===== config.mk =====
export PLATFORM = sky130hd
export DESIGN_NAME = mod60_down_timer
export DESIGN_NICKNAME = d
export VERILOG_FILES = /design/src/rtl/mod60_down_timer.sv
export SDC_FILE = /design/constraint.sdc
export NUM_CORES = 1
export LEC_CHECK = 0
export ABC_AREA = 0
export CELL_PAD_IN_SITES_DETAIL_PLACEMENT = 0
export CELL_PAD_IN_SITES_GLOBAL_PLACEMENT = 2
export CORE_MARGIN = 2
export CORE_UTILIZATION = 34
export CTS_CLUSTER_DIAMETER = 80
export DETAILED_ROUTE_END_ITERATION = 10
export DONT_BUFFER_PORTS = 1
export HOLD_SLACK_MARGIN = 0.1
export PLACE_DENSITY_LB_ADDON = 0.3
export SLEW_MARGIN = 5
export SYNTH_ARGS = -nofsm -noshare
export SYNTH_HDL_FRONTEND = slang
export SYNTH_SLANG_ARGS = --single-unit

===== constraint.sdc =====
create_clock -name clk -period 2.9 [get_ports clk]
set_input_delay 0.435 -clock clk [delete_from_list [all_inputs] [get_ports clk]]
set_output_delay 0.435 -clock clk [all_outputs]
set_load 0.01 [all_outputs]

===== src/rtl/mod60_down_timer.sv =====
// Loadable two-digit cascaded down-counter (units mod A_MOD, tens mod B_MOD) with a borrow pulse.
// Optional build macro DOWN_TIMER_HOLD_AT_ZERO_EN: saturate at 00 and pulse Bo when 00 is first reached.
module mod60_down_timer #(
  parameter int A_W   = 4,
  parameter int B_W   = 3,
  parameter int A_MOD = 10,
  parameter int B_MOD = 6
) (
  input  logic           clk,
  input  logic           clr,
  input  logic           load,
  input  logic           en,
  input  logic [A_W-1:0] Da,
  input  logic [B_W-1:0] Db,
  output logic [A_W-1:0] qa,
  output logic [B_W-1:0] qb,
  output logic           Bo,
  output logic           zero
);

  localparam logic [A_W-1:0] A_ZERO = {A_W{1'b0}};
  localparam logic [B_W-1:0] B_ZERO = {B_W{1'b0}};
  localparam logic [A_W-1:0] A_ONE  = A_W'(1);
  localparam logic [B_W-1:0] B_ONE  = B_W'(1);
  localparam logic [A_W-1:0] A_MAX  = A_W'(A_MOD - 1);
  localparam logic [B_W-1:0] B_MAX  = B_W'(B_MOD - 1);

  logic [A_W-1:0] qa_r;
  logic [B_W-1:0] qb_r;
  logic           bo_r;
  logic [A_W-1:0] qa_nxt_s;
  logic [B_W-1:0] qb_nxt_s;
  logic           bo_nxt_s;
  logic           lands_zero_s;

  function automatic logic [A_W-1:0] clamp_a(input logic [A_W-1:0] v);
    if (v > A_MAX) begin
      return A_MAX;
    end else begin
      return v;
    end
  endfunction

  function automatic logic [B_W-1:0] clamp_b(input logic [B_W-1:0] v);
    if (v > B_MAX) begin
      return B_MAX;
    end else begin
      return v;
    end
  endfunction

  // Next-state selection: load beats enable, enable beats hold.
  always_comb begin
    qa_nxt_s     = qa_r;
    qb_nxt_s     = qb_r;
    bo_nxt_s     = 1'b0;
    lands_zero_s = 1'b0;
    case ({load, en})
      2'b10, 2'b11: begin
        qa_nxt_s = clamp_a(Da);
        qb_nxt_s = clamp_b(Db);
      end
      2'b01: begin
        if (qa_r != A_ZERO) begin
          qa_nxt_s     = qa_r - A_ONE;
          lands_zero_s = (qa_r == A_ONE) && (qb_r == B_ZERO);
        end else if (qb_r != B_ZERO) begin
          qa_nxt_s     = A_MAX;
          qb_nxt_s     = qb_r - B_ONE;
          lands_zero_s = (A_MAX == A_ZERO) && (qb_r == B_ONE);
        end else begin
`ifdef DOWN_TIMER_HOLD_AT_ZERO_EN
          // Saturated at 00: stay put, no further borrow.
          qa_nxt_s = A_ZERO;
          qb_nxt_s = B_ZERO;
          bo_nxt_s = 1'b0;
`else
          qa_nxt_s = A_MAX;
          qb_nxt_s = B_MAX;
          bo_nxt_s = 1'b1;
`endif
        end
`ifdef DOWN_TIMER_HOLD_AT_ZERO_EN
        if (lands_zero_s) begin
          bo_nxt_s = 1'b1;
        end else begin
          bo_nxt_s = bo_nxt_s;
        end
`endif
      end
      default: begin
        qa_nxt_s = qa_r;
        qb_nxt_s = qb_r;
      end
    endcase
  end

  // Digit and borrow registers; clr clears them immediately.
  always_ff @(posedge clk or posedge clr) begin
    if (clr) begin
      qa_r <= A_ZERO;
      qb_r <= B_ZERO;
      bo_r <= 1'b0;
    end else begin
      qa_r <= qa_nxt_s;
      qb_r <= qb_nxt_s;
      bo_r <= bo_nxt_s;
    end
  end

  assign qa   = qa_r;
  assign qb   = qb_r;
  assign Bo   = bo_r;
  assign zero = (qa_r == A_ZERO) && (qb_r == B_ZERO);

endmodule


==> results of run 1 <==
## power by group through the flow
stage          Combinational, W   Clock, W  Sequential (W)
6_report              0.0000486  0.0000841        0.000153
5_1_grt               0.0000557  0.0000933        0.000156
4_1_cts               0.0000494  0.0000890        0.000154
3_5_place_dp          0.0000482          0        0.000156
3_3_place_gp          0.0000471          0        0.000155
2_1_floorplan         0.0000430          0        0.000151
## layout make-up
type                       instances  share of cell area [%]
multi-input combinational         39                    48.6
sequential                         8                    38.6
clock buffer                       3                    4.35
tap                               15                    3.62
inverter                           4                    2.90
timing repair buffer               1                    1.93
## logic make-up (layout without fill, tap and decap cells)
logic type | count (synthesis) | after routing | share of synthesized area, %
XOR/XNOR | 2 | 2 | 3.71
flip-flops | 8 | 8 | 42.4
AND/OR/NAND/NOR | 18 | 18 | 23.6
buffers and inverters | 5 | 8 | 4.24
adder cells (fa/ha/maj) | 1 | 1 | 2.65
AO/OA/AOI/OAI | 18 | 18 | 23.3
## worst register-to-register path, delay by kind of cell, from the launching register on
kind	cells	cell delay, ps
flops	1	480
compound gates	3	430
simple gates	1	380
## what timing repair did
item / 4_1_cts / 5_1_grt
hold buffers: 1 / 0
buffers inserted: 0 / 0
endpoints found under the hold margin: 8 / 0
## stage by stage
stage	total power [W]	setup slack, ps	hold WS [ps]	util, %	area [um^2]
detailed placement	0.000204	1380	300	37.3	485
CTS	0.000292	1100	265	39.8	518
finish	0.000286	1120	277	39.8	518
global placement	0.000202	1380	290	37.3	485
floorplan	0.000194	1470	251	-	472
global route	0.000305	1030	271	39.8	518
## cell usage in the layout (no fill, tap or decap), types with 2 or more instances in the layout
cell type,Yosys,routed
sky130_fd_sc_hd__dfrtp_1,8,8
sky130_fd_sc_hd__inv_1,4,4
sky130_fd_sc_hd__o21a_1,2,2
sky130_fd_sc_hd__nor2_1,4,4
sky130_fd_sc_hd__nand2_1,4,4
sky130_fd_sc_hd__a211oi_1,2,2
sky130_fd_sc_hd__a21oi_1,4,4
sky130_fd_sc_hd__clkbuf_4,0,3
sky130_fd_sc_hd__o21ai_0,7,7
sky130_fd_sc_hd__xnor2_1,2,2
sky130_fd_sc_hd__nand2b_1,3,3
sky130_fd_sc_hd__nor3_1,2,2
## registers in the layout, summed over array words and instances, names as in the netlist
register  count
Bo            1
qa            4
qb            3
## how the worst max path moves through the flow
stage          endpoint  depth (start not counted)
2_1_floorplan      zero                          3
3_3_place_gp       zero                          3
3_5_place_dp       zero                          3
4_1_cts            zero                          3
5_1_grt            zero                          3
6_report           zero                          3
## routing by layer
| layer | wire length, um | vias to the layer above |
|---|---|---|
| li1 | - | 189 |
| met1 | 433 | 164 |
| met2 | 505 | 16 |
| met3 | 85 | 2 |
| met4 | 13 | 0 |
| met5 | 0 | - |
==> summary.md, run 1 <==
| Metric | Value |
|---|---|
| R2R Path End | `qb[0]` |
| Crit path kind | `reg2out` |
| Part of the Yosys area used for sequential elements | `42.4%` |
| Std-Cell Core Area | `0.00130 mm^2` |
| Mapped Nets | `64` |
| Chip width | `41.2 um` |
| Wire length of the first global-routing pass | `1400 um` |
| Avg WL per Cell | `14.8 um` |
| Post-route non-filler standard cell count | `70` |
| Critical-path cell with the highest stage delay | `sky130_fd_sc_hd__dfrtp_1` |
| P&R area growth vs syn | `9.81%` |
| Met1 layer usage reported by global route | `14.6%` |
| Final critical-path required period | `1780 ps` |
| Area of all sequential standard cells | `200 um^2` |
| Antenna violations before repair | `0` |
| Number of clock sinks | `8` |
| Share of the cycle needed by the critical path after routing | `61.2%` |
| Final Setup Violations | `0` |
| Number of distinct standard cells referenced by the synthesized netlist | `21` |
| Source-to-sink clock delay at the later pin of the worst-skew pair | `250 ps` |
| Total congestion overflow after global routing | `0` |
| Areal power density over the cells | `552 mW/mm^2` |
| Post-synthesis instance area | `472 um^2` |
| Total detailed-routing wirelength | `1040 um` |
| Antenna diode instance count | `0` |
| Number of buffers on the longest clock path | `2` |
| Count of cells along the worst hold path | `1` |
| Number of buffers created by CTS | `3` |
| RSZ-0062 raised after global routing | `false` |
| Run status | `finished clean` |
| Number of synthesized register bits | `8` |
| Global routing usage on met3 | `3.80%` |
| Cell count after synthesis | `52` |
| Leading post-synthesis cells by cell area | `sky130_fd_sc_hd__dfrtp_1 (42%), sky130_fd_sc_hd__o21ai_0 (7.4%), sky130_fd_sc_hd__nor4_4 (4.5%)` |
| Overall die area | `0.00170 mm^2` |
| Slew Limit Headroom | `76.8%` |
| Clock Pin Slew Worst Setup and Hold Paths | `50 ps` |
| Count of instances resized after the clock tree is built | `0` |
| Layout cells sized above 1 | `10.9%` |
| Origin of the critical flop-to-flop path | `qa[3]` |
| Terminating pin of the worst hold path | `qa[2]` |
| Leakage power total | `0.217 nW` |
| Startpoint of the most critical setup path | `qa[3]` |
| CP top delay family | `simple AND/OR/NAND/NOR gates` |
| Setup total negative slack | `0 ps` |
| Detail Placement HPWL | `824 um` |
| Worst path arrival time | `1340 ps` |
| Die boundary height | `41.2 um` |
| Routed vias/inst | `5.30` |
| Relative contribution of sequential cells to total power | `53.6%` |
| Area share of the largest cell type after synthesis | `42.4%` |
| CTS tree | `done` |
| Sort of element at the start of the critical path | `flip-flop` |
| DRC marker count from the first detailed-route iteration | `3` |
| Top flip-flop cell by instance count after synthesis | `sky130_fd_sc_hd__dfrtp_1` |
| All-Layer GR Usage | `13.7%` |
| Total instance count after detailed placement | `66` |
| FF-to-FF setup slack | `1550 ps` |
| H-tree levels | `1` |
| Number of primary I/O pins | `20` |
| Root Driver | `sky130_fd_sc_hd__clkbuf_4` |
| Standard-cell rows | `13` |
| IO buf count | `0` |
| Initial Util | `36.2%` |
| Required @ worst endpoint | `2470 ps` |
| Number of optimization iterations in the first detailed-route pass | `2` |
| Count of max-cap constraint violations | `0` |
| Slew at the pin with the worst max-slew slack | `347 ps` |
| Average instance area after synthesis | `9.07 um^2` |
| Most frequent cell after synthesis | `sky130_fd_sc_hd__dfrtp_1` |
| Hold Crit Class | `in2reg` |
| Worst hold path startpoint | `load` |
| Ys async rst share | `100%` |
| Type of destination of the critical path | `output port` |
| Routability congestion estimate from global placement | `0.703` |
| Pin count of the biggest net entering global routing | `12` |
| Final slew viol count | `0` |
| Part of the power in combinational logic | `17.0%` |
| Worst Reg-to-Reg Cells | `4` |
| IR drop worst, VDD | `255 uV` |
| Final net count | `69` |
| Number of global-route vias before repair | `361` |
| Highest clock frequency the design can meet | `563 MHz` |
| Net switching power figure | `0.0000891 W` |
| Fill count | `142` |
| Multi-input logic area | `251 um^2` |
| Switching fraction of total power | `31.1%` |
| Most area-hungry cell type in the Yosys netlist | `sky130_fd_sc_hd__dfrtp_1` |
| Vias | `371` |
| Relative contribution of the clock network to total power | `29.4%` |
| Ranking of synthesized cells by instance count | `sky130_fd_sc_hd__dfrtp_1 (8), sky130_fd_sc_hd__o21ai_0 (7)` |
| Met2 usage | `23.0%` |
| Ordered list of cells on the worst path | `nor4_4, nand2_1, inv_1` |
| Maximum fanout along the worst path | `5` |
| Number of synthesized flops with an enable pin | `0` |
| Post-route antenna net violation count | `0` |
| Buf+Inv Stages, Crit Path | `1` |
| Final setup skew | `6.57 ps` |
| Final Hold Vio Count | `0` |
| Internal cell power | `0.000197 W` |
| Synth Warn # | `0` |
| Most heavily used metal layer in global routing | `met2` |
| DR DRC count | `0` |
| Slowest Stage Delay on Critical Path | `480 ps` |
(Power assumes the default switching activity.)
==> run 2: changes to the inputs <==
CORE_UTILIZATION = 31   (was 34)
clock period = 1.65 ns   (was 2.9 ns; I/O delays follow)
==> summary.md, run 2 (synthesis results as in run 1) <==
| Metric | Value |
|---|---|
| CP top delay family | `flip-flops` |
| Type of destination of the critical path | `output port` |
| Slowest Stage Delay on Critical Path | `460 ps` |
| Number of global-route vias before repair | `367` |
| RSZ-0062 raised after global routing | `false` |
| Routed vias/inst | `5.21` |
| H-tree levels | `1` |
| Run status | `finished clean` |
| Worst path arrival time | `1300 ps` |
| Number of primary I/O pins | `20` |
| Antenna diode instance count | `0` |
| Highest clock frequency the design can meet | `647 MHz` |
| Overall die area | `0.00185 mm^2` |
| Sort of element at the start of the critical path | `flip-flop` |
| Final Hold Vio Count | `0` |
| Final setup skew | `8.09 ps` |
| Clock Pin Slew Worst Setup and Hold Paths | `60 ps` |
| Total detailed-routing wirelength | `1050 um` |
| Source-to-sink clock delay at the later pin of the worst-skew pair | `260 ps` |
| Vias | `380` |
| Number of buffers created by CTS | `3` |
| Slew at the pin with the worst max-slew slack | `322 ps` |
| Relative contribution of the clock network to total power | `29.1%` |
| Setup total negative slack | `0 ps` |
| Net switching power figure | `0.000166 W` |
| Count of max-cap constraint violations | `0` |
| Pin count of the biggest net entering global routing | `9` |
| Final net count | `71` |
| Number of optimization iterations in the first detailed-route pass | `4` |
| Root Driver | `sky130_fd_sc_hd__clkbuf_4` |
| IR drop worst, VDD | `317 uV` |
| Internal cell power | `0.000354 W` |
| Switching fraction of total power | `31.9%` |
| Antenna violations before repair | `0` |
| Number of buffers on the longest clock path | `2` |
| Areal power density over the cells | `967 mW/mm^2` |
| DRC marker count from the first detailed-route iteration | `13` |
| Smallest hold slack | `114 ps` |
| Fill count | `164` |
| Most frequent cells in the layout | `sky130_fd_sc_hd__dfrtp_1 (7), sky130_fd_sc_hd__o21ai_0 (7)` |
| Placed Area | `494 um^2` |
| Crit path kind | `reg2out` |
| Slew Limit Headroom | `78.5%` |
| Die boundary height | `43.0 um` |
| Critical-path cell with the highest stage delay | `sky130_fd_sc_hd__dfrtp_2` |
| Post-CTS setup buffer count | `0` |
| Final Cell Area | `538 um^2` |
| Avg WL per Cell | `14.4 um` |
| Buf+Inv Stages, Crit Path | `1` |
| Wire length of the first global-routing pass | `1750 um` |
| P&R area growth vs syn | `14.1%` |
| Required @ worst endpoint | `1400 ps` |
| Final Setup Violations | `0` |
| Chip width | `43.0 um` |
| Number of clock sinks | `8` |
| Leakage power total | `0.224 nW` |
| CTS tree | `done` |
| DR DRC count | `0` |
| Ordered list of cells on the worst path | `nor4_4, nand2_1, inv_1` |
| Part of the power in combinational logic | `20.0%` |
| Final slew viol count | `0` |
| Routability congestion estimate from global placement | `0.718` |
| All-Layer GR Usage | `13.5%` |
| Maximum fanout along the worst path | `5` |
| Final critical-path required period | `1550 ps` |
| Hold Crit Class | `in2reg` |
| Post-route antenna net violation count | `0` |
| Layout cells sized above 1 | `14.0%` |
| Standard-cell rows | `14` |
| Total congestion overflow after global routing | `0` |
| Initial Util | `32.1%` |
| Std-Cell Core Area | `0.00147 mm^2` |
| Share of the cycle needed by the critical path after routing | `93.7%` |
| IO buf count | `0` |
| Max reg flops | `4` |
| Relative contribution of sequential cells to total power | `50.8%` |
-- run 2: power by group through the flow --
stage	Clock [W]	Combinational [W]	Sequential [W]
after floorplan	0	0.0000756	0.000265
after global placement	0	0.000100	0.000268
after detailed placement	0	0.0000995	0.000268
after CTS	0.000160	0.000105	0.000264
after global routing	0.000170	0.000121	0.000269
final	0.000152	0.000104	0.000265
-- run 2: area by class of cell --
class / instances / area [um^2] / share of cell area [%]
Timing Repair Buffer: 3 / 27.5 / 5.12
Multi-Input combinational cell: 39 / 251 / 46.7
Tap cell: 16 / 20.0 / 3.72
Sequential cell: 8 / 201 / 37.4
Clock buffer: 3 / 22.5 / 4.19
Inverter: 4 / 15.0 / 2.79
-- run 2: path summary, 6_finish.rpt --
path                       start     to  slack, ps  cells after the start
setup / recovery           qa[2]   zero        100                      3
hold / removal             Da[3]  qa[3]        110                      2
setup reg to reg           qa[2]  qb[0]        330                      4
hold reg to reg            qb[2]  qb[2]        630                      2
max in group asynchronous    clr  qa[2]       1040                      2
min in group asynchronous    clr     Bo        370                      2
-- run 2: stage by stage --
step | total power (W) | setup slack, ps | utilization (%) | std cells
after detailed placement | 0.000368 | 321 | 33.6 | 68
final | 0.000520 | 104 | 36.6 | 73
after floorplan | 0.000340 | 408 | - | 52
after global placement | 0.000368 | 330 | 33.6 | 68
after global routing | 0.000560 | 12.4 | 36.6 | 73
after CTS | 0.000530 | 51.1 | 36.5 | 73
-- run 2: per-layer routing --
| metal | track usage (%) | routed length [um] | vias to the layer above |
|---|---|---|---|
| met1 | 18.8 | 521 | 171 |
| met2 | 17.0 | 456 | 14 |
| li1 | - | - | 195 |
| met4 | 7.27 | 0 | 0 |
| met5 | 0 | 0 | - |
| met3 | 5.96 | 75 | 0 |
-- run 2: timing repair --
action | 4_1_cts | 5_1_grt
setup endpoints to repair | 0 | 1
hold buffers | 2 | 0
hold endpoints to repair | 12 | 0
resized for setup | 0 | 1
-- run 2: worst register-to-register path: stages, from the launching register on --
cell                       delay (ps)
sky130_fd_sc_hd__dfrtp_2          460
sky130_fd_sc_hd__nor4_4           350
sky130_fd_sc_hd__a21oi_2          130
sky130_fd_sc_hd__a211oi_1         190
sky130_fd_sc_hd__a21o_1           110
==> run 3: changes to the inputs <==
PLACE_DENSITY = 0.79   (was unset)
PLACE_DENSITY_LB_ADDON = unset   (was 0.3)
==> summary.md, run 3 (synthesis results as in run 1) <==
| Metric | Value |
|---|---|
| DRC marker count from the first detailed-route iteration | `3` |
| Crit path kind | `reg2out` |
| Areal power density over the cells | `932 mW/mm^2` |
| Final Hold Vio Count | `0` |
| Number of primary I/O pins | `20` |
| Critical-path cell with the highest stage delay | `sky130_fd_sc_hd__dfrtp_1` |
| Final slew viol count | `0` |
| Part of the power in combinational logic | `18.4%` |
| Chip width | `43.0 um` |
| Total detailed-routing wirelength | `953 um` |
| Number of buffers on the longest clock path | `2` |
| Fill count | `166` |
| Run status | `finished clean` |
| Clock Pin Slew Worst Setup and Hold Paths | `50 ps` |
| Type of destination of the critical path | `output port` |
| Initial Util | `32.1%` |
| Vias | `392` |
| Slew Limit Headroom | `78.9%` |
| Startpoint of the most critical setup path | `qa[2]` |
| Setup total negative slack | `0 ps` |
| Number of buffers created by CTS | `3` |
| IR drop worst, VDD | `307 uV` |
| Die boundary height | `43.0 um` |
| Origin of the critical flop-to-flop path | `qa[2]` |
| Pin count of the biggest net entering global routing | `10` |
| Std-Cell Core Area | `0.00147 mm^2` |
| Routability congestion estimate from global placement | `0.650` |
| Relative contribution of sequential cells to total power | `53.0%` |
| Count of max-cap constraint violations | `0` |
| Max reg flops | `4` |
| Final setup skew | `1.21 ps` |
| Amount of wire on met3 after detailed routing | `84 um` |
| RSZ-0062 raised after global routing | `false` |
| Worst Reg-to-Reg Cells | `5` |
| Hold Crit Class | `in2reg` |
| Source-to-sink clock delay at the later pin of the worst-skew pair | `250 ps` |
| P&R area growth vs syn | `15.9%` |
| CTS tree | `done` |
| Overall die area | `0.00185 mm^2` |
| Sort of element at the start of the critical path | `flip-flop` |
| Number of optimization iterations in the first detailed-route pass | `4` |
| CP top delay family | `flip-flops` |
| Smallest hold slack | `128 ps` |
| Post-layout worst setup margin | `148 ps` |
| Net switching power figure | `0.000157 W` |
| Worst path arrival time | `1250 ps` |
| Avg WL per Cell | `12.9 um` |
| Final Setup Violations | `0` |
| Maximum fanout along the worst path | `5` |
| All-Layer GR Usage | `12.6%` |
| Crit path to | `zero` |
| Worst setup slack after placement | `300 ps` |
| WL met2 | `438 um` |
| Leakage power total | `0.230 nW` |
| Top routing layer in use | `met4` |
| R2R Path End | `qb[0]` |
| Number of clock sinks | `8` |
| Most common cell after layout, fill and taps aside | `sky130_fd_sc_hd__dfrtp_1` |
| Number of global-route vias before repair | `392` |
| Final net count | `72` |
| Share of the cycle needed by the critical path after routing | `91.0%` |
| Highest clock frequency the design can meet | `666 MHz` |
| Met1 wire length | `404 um` |
| Post-route antenna net violation count | `0` |
| H-tree levels | `1` |
| Slowest Stage Delay on Critical Path | `470 ps` |
| Layout cells sized above 1 | `12.1%` |
| IO buf count | `0` |
| Total congestion overflow after global routing | `0` |
| Count of cells along the worst hold path | `2` |
| Routed vias/inst | `5.30` |
| Most frequent cells in the layout | `sky130_fd_sc_hd__dfrtp_1 (8), sky130_fd_sc_hd__o21ai_0 (7)` |
| Required @ worst endpoint | `1400 ps` |
| Antenna violations before repair | `0` |
| FF-to-FF setup slack | `250 ps` |
| Detail Placement HPWL | `742 um` |
| Ordered list of cells on the worst path | `nor4_4, nand2_1, inv_1` |
| Final critical-path required period | `1500 ps` |
| Wire length of the first global-routing pass | `1680 um` |
| Logic depth of the worst setup path including buffers | `3` |
| Switching fraction of total power | `30.8%` |
| Antenna diode instance count | `0` |
| Root Driver | `sky130_fd_sc_hd__clkbuf_4` |
| Internal cell power | `0.000353 W` |
| Slew at the pin with the worst max-slew slack | `317 ps` |
| Buf+Inv Stages, Crit Path | `1` |
| Relative contribution of the clock network to total power | `28.6%` |
| DR DRC count | `0` |
| Standard-cell rows | `14` |
## run 3: cell count changes in the layout (fill, tap and decap cells not counted)
cell                            previous run  this run
sky130_fd_sc_hd__dfrtp_1                   7         8
sky130_fd_sc_hd__dlygate4sd3_1             2         3
sky130_fd_sc_hd__dfrtp_2                   1         0
## run 3: routing by layer
| metal | GRT usage (%) | vias up |
|---|---|---|
| met4 | 9.09 | 0 |
| met3 | 3.83 | 4 |
| met2 | 17.9 | 17 |
| li1 | - | 195 |
| met1 | 16.1 | 176 |
| met5 | 0 | - |
## run 3: worst min-delay path by stage
stage | from | end | slack (ps)
after floorplan | clr | Bo | 60
after global placement | clr | Bo | 100
after detailed placement | clr | Bo | 100
after CTS | load | qa[0] | 100
after global routing | load | qa[3] | 130
final | load | qa[3] | 130
## run 3: layout make-up
| cell class | instances | area [um^2] | area share, % |
|---|---|---|---|
| timing repair buffer | 4 | 37.5 | 6.86 |
| tap | 16 | 20.0 | 3.66 |
| clock buffer | 3 | 22.5 | 4.12 |
| sequential | 8 | 200 | 36.6 |
| inverter | 4 | 15.0 | 2.75 |
| multi-input combinational | 39 | 251 | 46.0 |
## run 3: timing repair
item | CTS | global route
hold buffers | 2 | 1
gates resized for setup | 0 | 0
setup buffers | 0 | 1
hold endpoints to repair | 11 | 1
endpoints found under the setup margin | 0 | 1
## run 3: power by group through the flow
stage / Clock, W / Sequential, W / Combinational [W]
6_report: 0.000146 / 0.000270 / 0.0000936
5_1_grt: 0.000159 / 0.000274 / 0.000112
4_1_cts: 0.000152 / 0.000270 / 0.0000907
3_5_place_dp: 0 / 0.000274 / 0.0000857
3_3_place_gp: 0 / 0.000273 / 0.0000862
2_1_floorplan: 0 / 0.000265 / 0.0000756
## run 3: stage by stage
| step | total power [W] | util (%) | instance area [um^2] | instances |
|---|---|---|---|---|
| 3_5_place_dp | 0.000360 | 33.1 | 487 | 67 |
| 5_1_grt | 0.000545 | 37.2 | 547 | 74 |
| 2_1_floorplan | 0.000340 | - | 472 | 52 |
| 3_3_place_gp | 0.000359 | 33.1 | 487 | 67 |
| 6_report | 0.000509 | 37.2 | 547 | 74 |
| 4_1_cts | 0.000513 | 36.0 | 529 | 72 |
